### config.mk
export PLATFORM = sky130hd
export DESIGN_NAME = ldpc_frame_ctrl_flat
export DESIGN_NICKNAME = d
export VERILOG_FILES = /design/src/rtl/ldpc_frame_ctrl_if.sv /design/src/rtl/ldpc_frame_ctrl.sv /design/src/flat_wrapper.sv
export SDC_FILE = /design/constraint.sdc
export NUM_CORES = 1
export LEC_CHECK = 0
export BUFFER_PORTS_ARGS = -buffer_cell sky130_fd_sc_hd__buf_4
export CORE_UTILIZATION = 57
export DETAILED_ROUTE_END_ITERATION = 10
export GPL_ROUTABILITY_DRIVEN = 1
export HOLD_SLACK_MARGIN = 0.12
export PLACE_DENSITY = 0.83
export SYNTH_ARGS = -nofsm -noshare
export SYNTH_HDL_FRONTEND = slang
export SYNTH_SLANG_ARGS = --single-unit
### constraint.sdc
create_clock -name clk -period 4.5 [get_ports clk]
set_clock_uncertainty 0.15 [all_clocks]
set_input_delay 0.9 -clock clk [delete_from_list [all_inputs] [get_ports clk]]
set_output_delay 0.9 -clock clk [all_outputs]
set_load 0.1 [all_outputs]
### src/rtl/ldpc_frame_ctrl_if.sv
// Purpose: bundles the upstream bit stream, parity-encoder control and codeword output of ldpc_frame_ctrl.
// Latency: none (wires only).
// Backpressure: in_ready throttles upstream; the codeword output is push-only.
interface ldpc_frame_ctrl_if;
  // upstream information bits
  logic        in_valid;
  logic        in_data;
  logic        in_ready;
  // parity encoder side
  logic        enc_clr;
  logic        enc_din_valid;
  logic        enc_din;
  logic [12:0] enc_counter;
  logic [8:0]  enc_out_addr;
  logic        enc_check_en;
  logic        enc_dout;
  // codeword stream
  logic        out_valid;
  logic        out_data;
  logic        out_sof;
  logic        out_eof;
  logic        frame_done;

  // controller side
  modport master (
    input  in_valid, in_data, enc_dout,
    output in_ready, enc_clr, enc_din_valid, enc_din, enc_counter,
           enc_out_addr, enc_check_en, out_valid, out_data, out_sof,
           out_eof, frame_done
  );

  // environment side (source, encoder, sink)
  modport slave (
    output in_valid, in_data, enc_dout,
    input  in_ready, enc_clr, enc_din_valid, enc_din, enc_counter,
           enc_out_addr, enc_check_en, out_valid, out_data, out_sof,
           out_eof, frame_done
  );
endinterface

### src/rtl/ldpc_frame_ctrl.sv
// Purpose: sequences one 4320-bit LDPC frame through the parity encoder and streams out its 360 parity bits
//          (plus the 4320 systematic bits when LDPC_SYS_OUT_EN is defined).
// Latency: 4 clear cycles before the first accepted bit; output bits appear 1 cycle after acceptance / readout.
// Backpressure: in_ready=1 only in INFO, so upstream stalls freely; the output stream is push-only.
module ldpc_frame_ctrl (
  input  logic              clk,
  input  logic              rst,
  ldpc_frame_ctrl_if.master bus
);

  localparam logic [12:0] LAST_INFO_IDX = 13'd4319;
  localparam logic [8:0]  FIRST_PAR_ADR = 9'd359;
  localparam logic [1:0]  LAST_CLR_CYC  = 2'd3;

  typedef enum logic [2:0] {
    S_IDLE,
    S_CLEAR,
    S_INFO,
    S_DRAIN,
    S_PARITY,
    S_TAIL
  } state_t;

  state_t      state_q, state_d;
  logic [12:0] cnt_q, cnt_d;       // index of the next information bit
  logic [8:0]  addr_q, addr_d;     // parity select, stays 0 outside PARITY
  logic [1:0]  clr_q, clr_d;       // cycles spent in CLEAR
  logic        par_vld_q, par_vld_d;
  logic        par_sof_q, par_sof_d;
  logic        par_eof_q, par_eof_d;
  logic        accept;

`ifdef LDPC_SYS_OUT_EN
  logic        sys_vld_q, sys_vld_d;
  logic        sys_dat_q, sys_dat_d;
  logic        sys_sof_q, sys_sof_d;
`endif

  // Bit accepted this cycle: only INFO ever raises in_ready.
  always_comb begin
    accept = (state_q == S_INFO) && bus.in_valid;
  end

  // Next-state logic for the frame sequencer and its counters.
  always_comb begin
    state_d = state_q;
    cnt_d   = cnt_q;
    addr_d  = addr_q;
    clr_d   = clr_q;
    unique case (state_q)
      S_IDLE: begin
        cnt_d  = '0;
        addr_d = '0;
        clr_d  = '0;
        // The request bit is not consumed here; it is taken again in INFO.
        if (bus.in_valid) begin
          state_d = S_CLEAR;
        end
      end
      S_CLEAR: begin
        clr_d = clr_q + 2'd1;
        if (clr_q == LAST_CLR_CYC) begin
          state_d = S_INFO;
        end
      end
      S_INFO: begin
        if (accept) begin
          if (cnt_q == LAST_INFO_IDX) begin
            cnt_d   = '0;
            state_d = S_DRAIN;
          end else begin
            cnt_d = cnt_q + 13'd1;
          end
        end
      end
      S_DRAIN: begin
        // Last XOR lands in the encoder during this cycle; readout starts next.
        addr_d  = FIRST_PAR_ADR;
        state_d = S_PARITY;
      end
      S_PARITY: begin
        if (addr_q == 9'd0) begin
          state_d = S_TAIL;
        end else begin
          addr_d = addr_q - 9'd1;
        end
      end
      S_TAIL: begin
        state_d = S_IDLE;
      end
      default: begin
        state_d = S_IDLE;
      end
    endcase
  end

  // Output-stream flags: the encoder registers its parity bit, so every
  // PARITY cycle yields one output bit on the following cycle.
  always_comb begin
    par_vld_d = (state_q == S_PARITY);
    par_eof_d = (state_q == S_PARITY) && (addr_q == 9'd0);
`ifdef LDPC_SYS_OUT_EN
    // Frame starts with systematic bit 0, so parity never carries sof.
    par_sof_d = 1'b0;
    sys_vld_d = accept;
    sys_dat_d = accept & bus.in_data;
    sys_sof_d = accept && (cnt_q == 13'd0);
`else
    par_sof_d = (state_q == S_PARITY) && (addr_q == FIRST_PAR_ADR);
`endif
  end

  // State and counter registers with synchronous reset.
  always_ff @(posedge clk) begin
    if (rst) begin
      state_q   <= S_IDLE;
      cnt_q     <= '0;
      addr_q    <= '0;
      clr_q     <= '0;
      par_vld_q <= 1'b0;
      par_sof_q <= 1'b0;
      par_eof_q <= 1'b0;
    end else begin
      state_q   <= state_d;
      cnt_q     <= cnt_d;
      addr_q    <= addr_d;
      clr_q     <= clr_d;
      par_vld_q <= par_vld_d;
      par_sof_q <= par_sof_d;
      par_eof_q <= par_eof_d;
    end
  end

`ifdef LDPC_SYS_OUT_EN
  // Systematic bit delay stage, one cycle behind acceptance.
  always_ff @(posedge clk) begin
    if (rst) begin
      sys_vld_q <= 1'b0;
      sys_dat_q <= 1'b0;
      sys_sof_q <= 1'b0;
    end else begin
      sys_vld_q <= sys_vld_d;
      sys_dat_q <= sys_dat_d;
      sys_sof_q <= sys_sof_d;
    end
  end
`endif

  // Encoder control and codeword stream decoded from registered state.
  always_comb begin
    bus.in_ready      = (state_q == S_INFO);
    bus.enc_clr       = (state_q == S_CLEAR);
    bus.enc_din_valid = accept;
    bus.enc_din       = accept & bus.in_data;
    bus.enc_counter   = cnt_q;
    bus.enc_out_addr  = addr_q;
    bus.enc_check_en  = (state_q == S_PARITY);
    bus.frame_done    = (state_q == S_TAIL);
    bus.out_eof       = par_eof_q;
`ifdef LDPC_SYS_OUT_EN
    bus.out_valid     = par_vld_q | sys_vld_q;
    bus.out_data      = (par_vld_q & bus.enc_dout) | (sys_vld_q & sys_dat_q);
    bus.out_sof       = par_sof_q | sys_sof_q;
`else
    bus.out_valid     = par_vld_q;
    bus.out_data      = par_vld_q & bus.enc_dout;
    bus.out_sof       = par_sof_q;
`endif
  end

endmodule

### src/flat_wrapper.sv
// flat-port wrapper written by rule: the top's interface ports become plain ports
module ldpc_frame_ctrl_flat 
  (clk, rst, bus_in_valid, bus_in_data, bus_enc_dout, bus_in_ready, bus_enc_clr, bus_enc_din_valid, bus_enc_din, bus_enc_counter, bus_enc_out_addr, bus_enc_check_en, bus_out_valid, bus_out_data, bus_out_sof, bus_out_eof, bus_frame_done);
  ldpc_frame_ctrl_if bus_i ();
  input  logic clk;
  input  logic rst;
  input wire logic [$bits(bus_i.in_valid)-1:0] bus_in_valid;
  input wire logic [$bits(bus_i.in_data)-1:0] bus_in_data;
  input wire logic [$bits(bus_i.enc_dout)-1:0] bus_enc_dout;
  output wire logic [$bits(bus_i.in_ready)-1:0] bus_in_ready;
  output wire logic [$bits(bus_i.enc_clr)-1:0] bus_enc_clr;
  output wire logic [$bits(bus_i.enc_din_valid)-1:0] bus_enc_din_valid;
  output wire logic [$bits(bus_i.enc_din)-1:0] bus_enc_din;
  output wire logic [$bits(bus_i.enc_counter)-1:0] bus_enc_counter;
  output wire logic [$bits(bus_i.enc_out_addr)-1:0] bus_enc_out_addr;
  output wire logic [$bits(bus_i.enc_check_en)-1:0] bus_enc_check_en;
  output wire logic [$bits(bus_i.out_valid)-1:0] bus_out_valid;
  output wire logic [$bits(bus_i.out_data)-1:0] bus_out_data;
  output wire logic [$bits(bus_i.out_sof)-1:0] bus_out_sof;
  output wire logic [$bits(bus_i.out_eof)-1:0] bus_out_eof;
  output wire logic [$bits(bus_i.frame_done)-1:0] bus_frame_done;
  assign bus_i.in_valid = bus_in_valid;
  assign bus_i.in_data = bus_in_data;
  assign bus_i.enc_dout = bus_enc_dout;
  assign bus_in_ready = bus_i.in_ready;
  assign bus_enc_clr = bus_i.enc_clr;
  assign bus_enc_din_valid = bus_i.enc_din_valid;
  assign bus_enc_din = bus_i.enc_din;
  assign bus_enc_counter = bus_i.enc_counter;
  assign bus_enc_out_addr = bus_i.enc_out_addr;
  assign bus_enc_check_en = bus_i.enc_check_en;
  assign bus_out_valid = bus_i.out_valid;
  assign bus_out_data = bus_i.out_data;
  assign bus_out_sof = bus_i.out_sof;
  assign bus_out_eof = bus_i.out_eof;
  assign bus_frame_done = bus_i.frame_done;
  ldpc_frame_ctrl u_core (.clk(clk), .rst(rst), .bus(bus_i));
endmodule
==> run_results.csv <==
group,metric,value,unit
logic_synthesis,async_flop_share,0,%
power_and_ir_drop,seqPwrFrac,47.8,%
timing,tightest_slew,0.737,ns
power_and_ir_drop,swShare,30.9,%
global_routing,grt.total_usage,26.1,%
logic_synthesis,yosysTopAreaCellShare,37.2,%
timing,maxSlewHeadroom,50.6,%
timing,setup_viol,0,
setup_path,arrival,1.99,ns
power_and_ir_drop,power_leakage,0.814,nW
die,die-area,3050,um2
drt,postRouteAntennaNets,0,
clock_network,post_cts.repair.setup_buffers,0,
global_routing,grt_pass1_vias,1374,
power_and_ir_drop,clkPwrFrac,34.4,%
logic_synthesis,synth-main-ff-cell,"dfxtp_1",
final_layout,finalInstanceArea,1960,um2
drt,drtIter0Drc,97,
setup_path,timing.rr.start,"u_core.bus.enc_out_addr[0]",
logic_synthesis,syn_avg_cell_area,8.33,um2
final_layout,num_antenna_cells,0,
setup_path,r2r-end,"u_core.bus.enc_out_addr[6]",
die,num_rows,18,
setup_path,crit_fanout,17,
timing,fin_crit_sh,67.6,%
global_routing,grt_overflow,0,
placed_design,place_hpwl,2.78,mm
setup_path,crit_path_start,"u_core.state_q[2]",
timing,fin_crit,3.04,ns
placed_design,place_area,1880,um2
setup_path,required,3.45,ns
drt,routed_wl,3.77,mm
logic_synthesis,yosys.cell_types.count,46,
die,start_util,63.0,%
placed_design,port_buffers,36,
clock_network,cts-buffers-inserted,5,
final_layout,drive_above_1_share,20.5,%
timing,hold_viol_final,0,
clock_network,cts.root.buffer_cell,"clkbuf_4",
timing,fmax,329,MHz
drt,wl_per_cell,14.5,um
power_and_ir_drop,combinationalPowerShare,17.8,%
logic_synthesis,synth_edf_count,0,
global_routing,grt_max_degree,18,
die,core_area,2570,um2
global_routing,grt_first_pass_wirelength,6.36,mm
setup_path,start_kind,"register",
drt,route.detailed.drc,0,
die,die_y,55.3,um
logic_synthesis,yosysTopAreaCell,"dfxtp_1",
global_routing,antenna_found_initial,0,
timing,rsz0062_at_grt,"no",
drt,viasPerCell,6.20,
drt,firstDrtPassIters,4,
power_and_ir_drop,power.internal,0.404,mW
clock_network,clock_tree.buffer_depth,2,
setup_path,critPathKind,"reg -> out",
setup_path,end_kind,"output port",
timing,setup_tns,0,ns
hold_path,hold_class,"reg -> reg",
clock_network,cts-resized-gates,0,
power_and_ir_drop,power,0.585,mW
logic_synthesis,ys_warn_count,0,
die,ios,37,
clock_network,insertion_delay,0.33,ns
logic_synthesis,yosysSeqAreaShare,37.2,%
logic_synthesis,syn-instance-count,194,
logic_synthesis,synth_nets,203,
power_and_ir_drop,switchingPower,0.181,mW
power_and_ir_drop,peakVddDrop,221,uV
clock_network,cts.sinks,30,
logic_synthesis,synth-seq-cells,30,
final_layout,area_delta_synth_final,21.1,%
placed_design,gp_congestion,0.943,
job,max_cap_viol_count,0,
clock_network,clk_pin_slew,0.09,ns
setup_path,r2r_cells,6,
timing,drv_slew,0,
power_and_ir_drop,power_per_cell_area,299,nW/um2
final_layout,nNetsFinal,237,
setup_path,r2r_setup_slack,1.97,ns
clock_network,postCtsHoldBufs,0,
die,die_w,55.3,um
logic_synthesis,synth.top_cells.by_area,"dfxtp_1 37%, a21oi_1 5.3%, or3_1 3.5%",
drt,via_count,1605,
setup_path,crit_end,"bus_enc_check_en",
logic_synthesis,netlist_area,1620,um2
clock_network,h-tree-depth,2,
run_status,status,"complete, no violations",
clock_network,cts_tree,"yes",
-- placed cells by master (no fill, tap or decap), types with 4 or more instances in the layout --
master	count
or3_1	9
and2_1	7
nand3b_1	5
nand4_1	8
nand3_1	7
xor2_1	4
nand2_1	14
dfxtp_1	30
ha_1	4
o21ai_0	11
a21oi_1	17
nor2_1	13
buf_4	36
inv_1	7
a31oi_1	4
clkbuf_4	5
-- per-layer routing --
metal  part of all wire [%]  track usage (%)  vias up
met1                     45             35.1      731
met2                     46             40.4       70
li1                       -                -      797
met5                      0                0        -
met4                    1.1             7.86        0
met3                    8.5             7.73        7
-- area by class of cell --
cell class	instances	area, um2
clock buffers	8	78.8
fillers	204	609
inverters	7	26.3
multi-input cells	148	945
flip-flops and latches	30	601
well taps	30	37.5
repair buffers	36	270
-- worst max-delay path, stage by stage, from the launching register on --
cell     delay, ns
dfxtp_1       0.65
or3b_1        0.50
inv_1         0.19
buf_4         0.32
-- cell families after synthesis --
group / Yosys count / share of synthesized area, %
buf+inv: 16 / 4.41
xor+xnor: 4 / 2.17
fa+ha+maj: 4 / 3.10
flops: 30 / 37.2
simple gates: 90 / 33.1
compound gates: 50 / 20.0
-- power groups by stage --
| stage | clock (mW) | combinational, mW | sequential [mW] |
|---|---|---|---|
| 3_3_place_gp | 0 | 0.100 | 0.285 |
| 3_5_place_dp | 0 | 0.102 | 0.286 |
| 6_report | 0.201 | 0.104 | 0.280 |
| 5_1_grt | 0.221 | 0.111 | 0.281 |
| 4_1_cts | 0.205 | 0.103 | 0.279 |
| 2_1_floorplan | 0 | 0.0573 | 0.309 |
-- synthesized netlist by cell type, types with 2 or more instances --
master     count
xor2_1         4
and3_1         3
ha_1           4
or3_1          9
clkbuf_1       5
nand3b_1       5
o2111ai_1      3
a2111o_1       3
a21oi_1       17
or4_1          2
a31oi_1        4
a211oi_1       2
nand4_1        8
nor2_1        13
and2_1         7
nand3_1        7
and4_1         3
o21ai_0       11
buf_2          3
nand4b_1       2
nor3_1         3
inv_1          7
nor4b_1        2
nand2_1       14
nor2b_1        3
dfxtp_1       30
-- state kept, by name (all words and copies together), names as in the netlist --
name,count
u_core.bus.out_eof,1
u_core.bus.out_sof,1
u_core.bus.enc_counter,13
u_core.state_q,3
u_core.bus.enc_out_addr,9
u_core.clr_q,2
u_core.bus.out_valid,1
-- worst min path at each step --
stage | slack [ns] | startpoint | cells past startpoint | to
finish | 0.35 | u_core.clr_q[1] | 2 | u_core.clr_q[1]
global route | 0.36 | u_core.clr_q[1] | 2 | u_core.clr_q[1]
CTS | 0.34 | u_core.clr_q[1] | 2 | u_core.clr_q[1]
detailed placement | 0.33 | u_core.clr_q[1] | 2 | u_core.clr_q[1]
global placement | 0.32 | u_core.clr_q[1] | 2 | u_core.clr_q[1]
floorplan | 0.30 | u_core.clr_q[1] | 2 | u_core.clr_q[1]
-- metrics by stage --
stage | hold WS (ns) | utilization (%) | instances | worst slack, ns
2_1_floorplan | 0.303 | - | 194 | 1.10
3_3_place_gp | 0.319 | 73.2 | 251 | 1.89
3_5_place_dp | 0.331 | 73.2 | 251 | 1.84
4_1_cts | 0.345 | 76.3 | 259 | 1.46
5_1_grt | 0.364 | 76.3 | 259 | 1.34
6_report | 0.350 | 76.3 | 259 | 1.46
(Power assumes the default switching activity.)
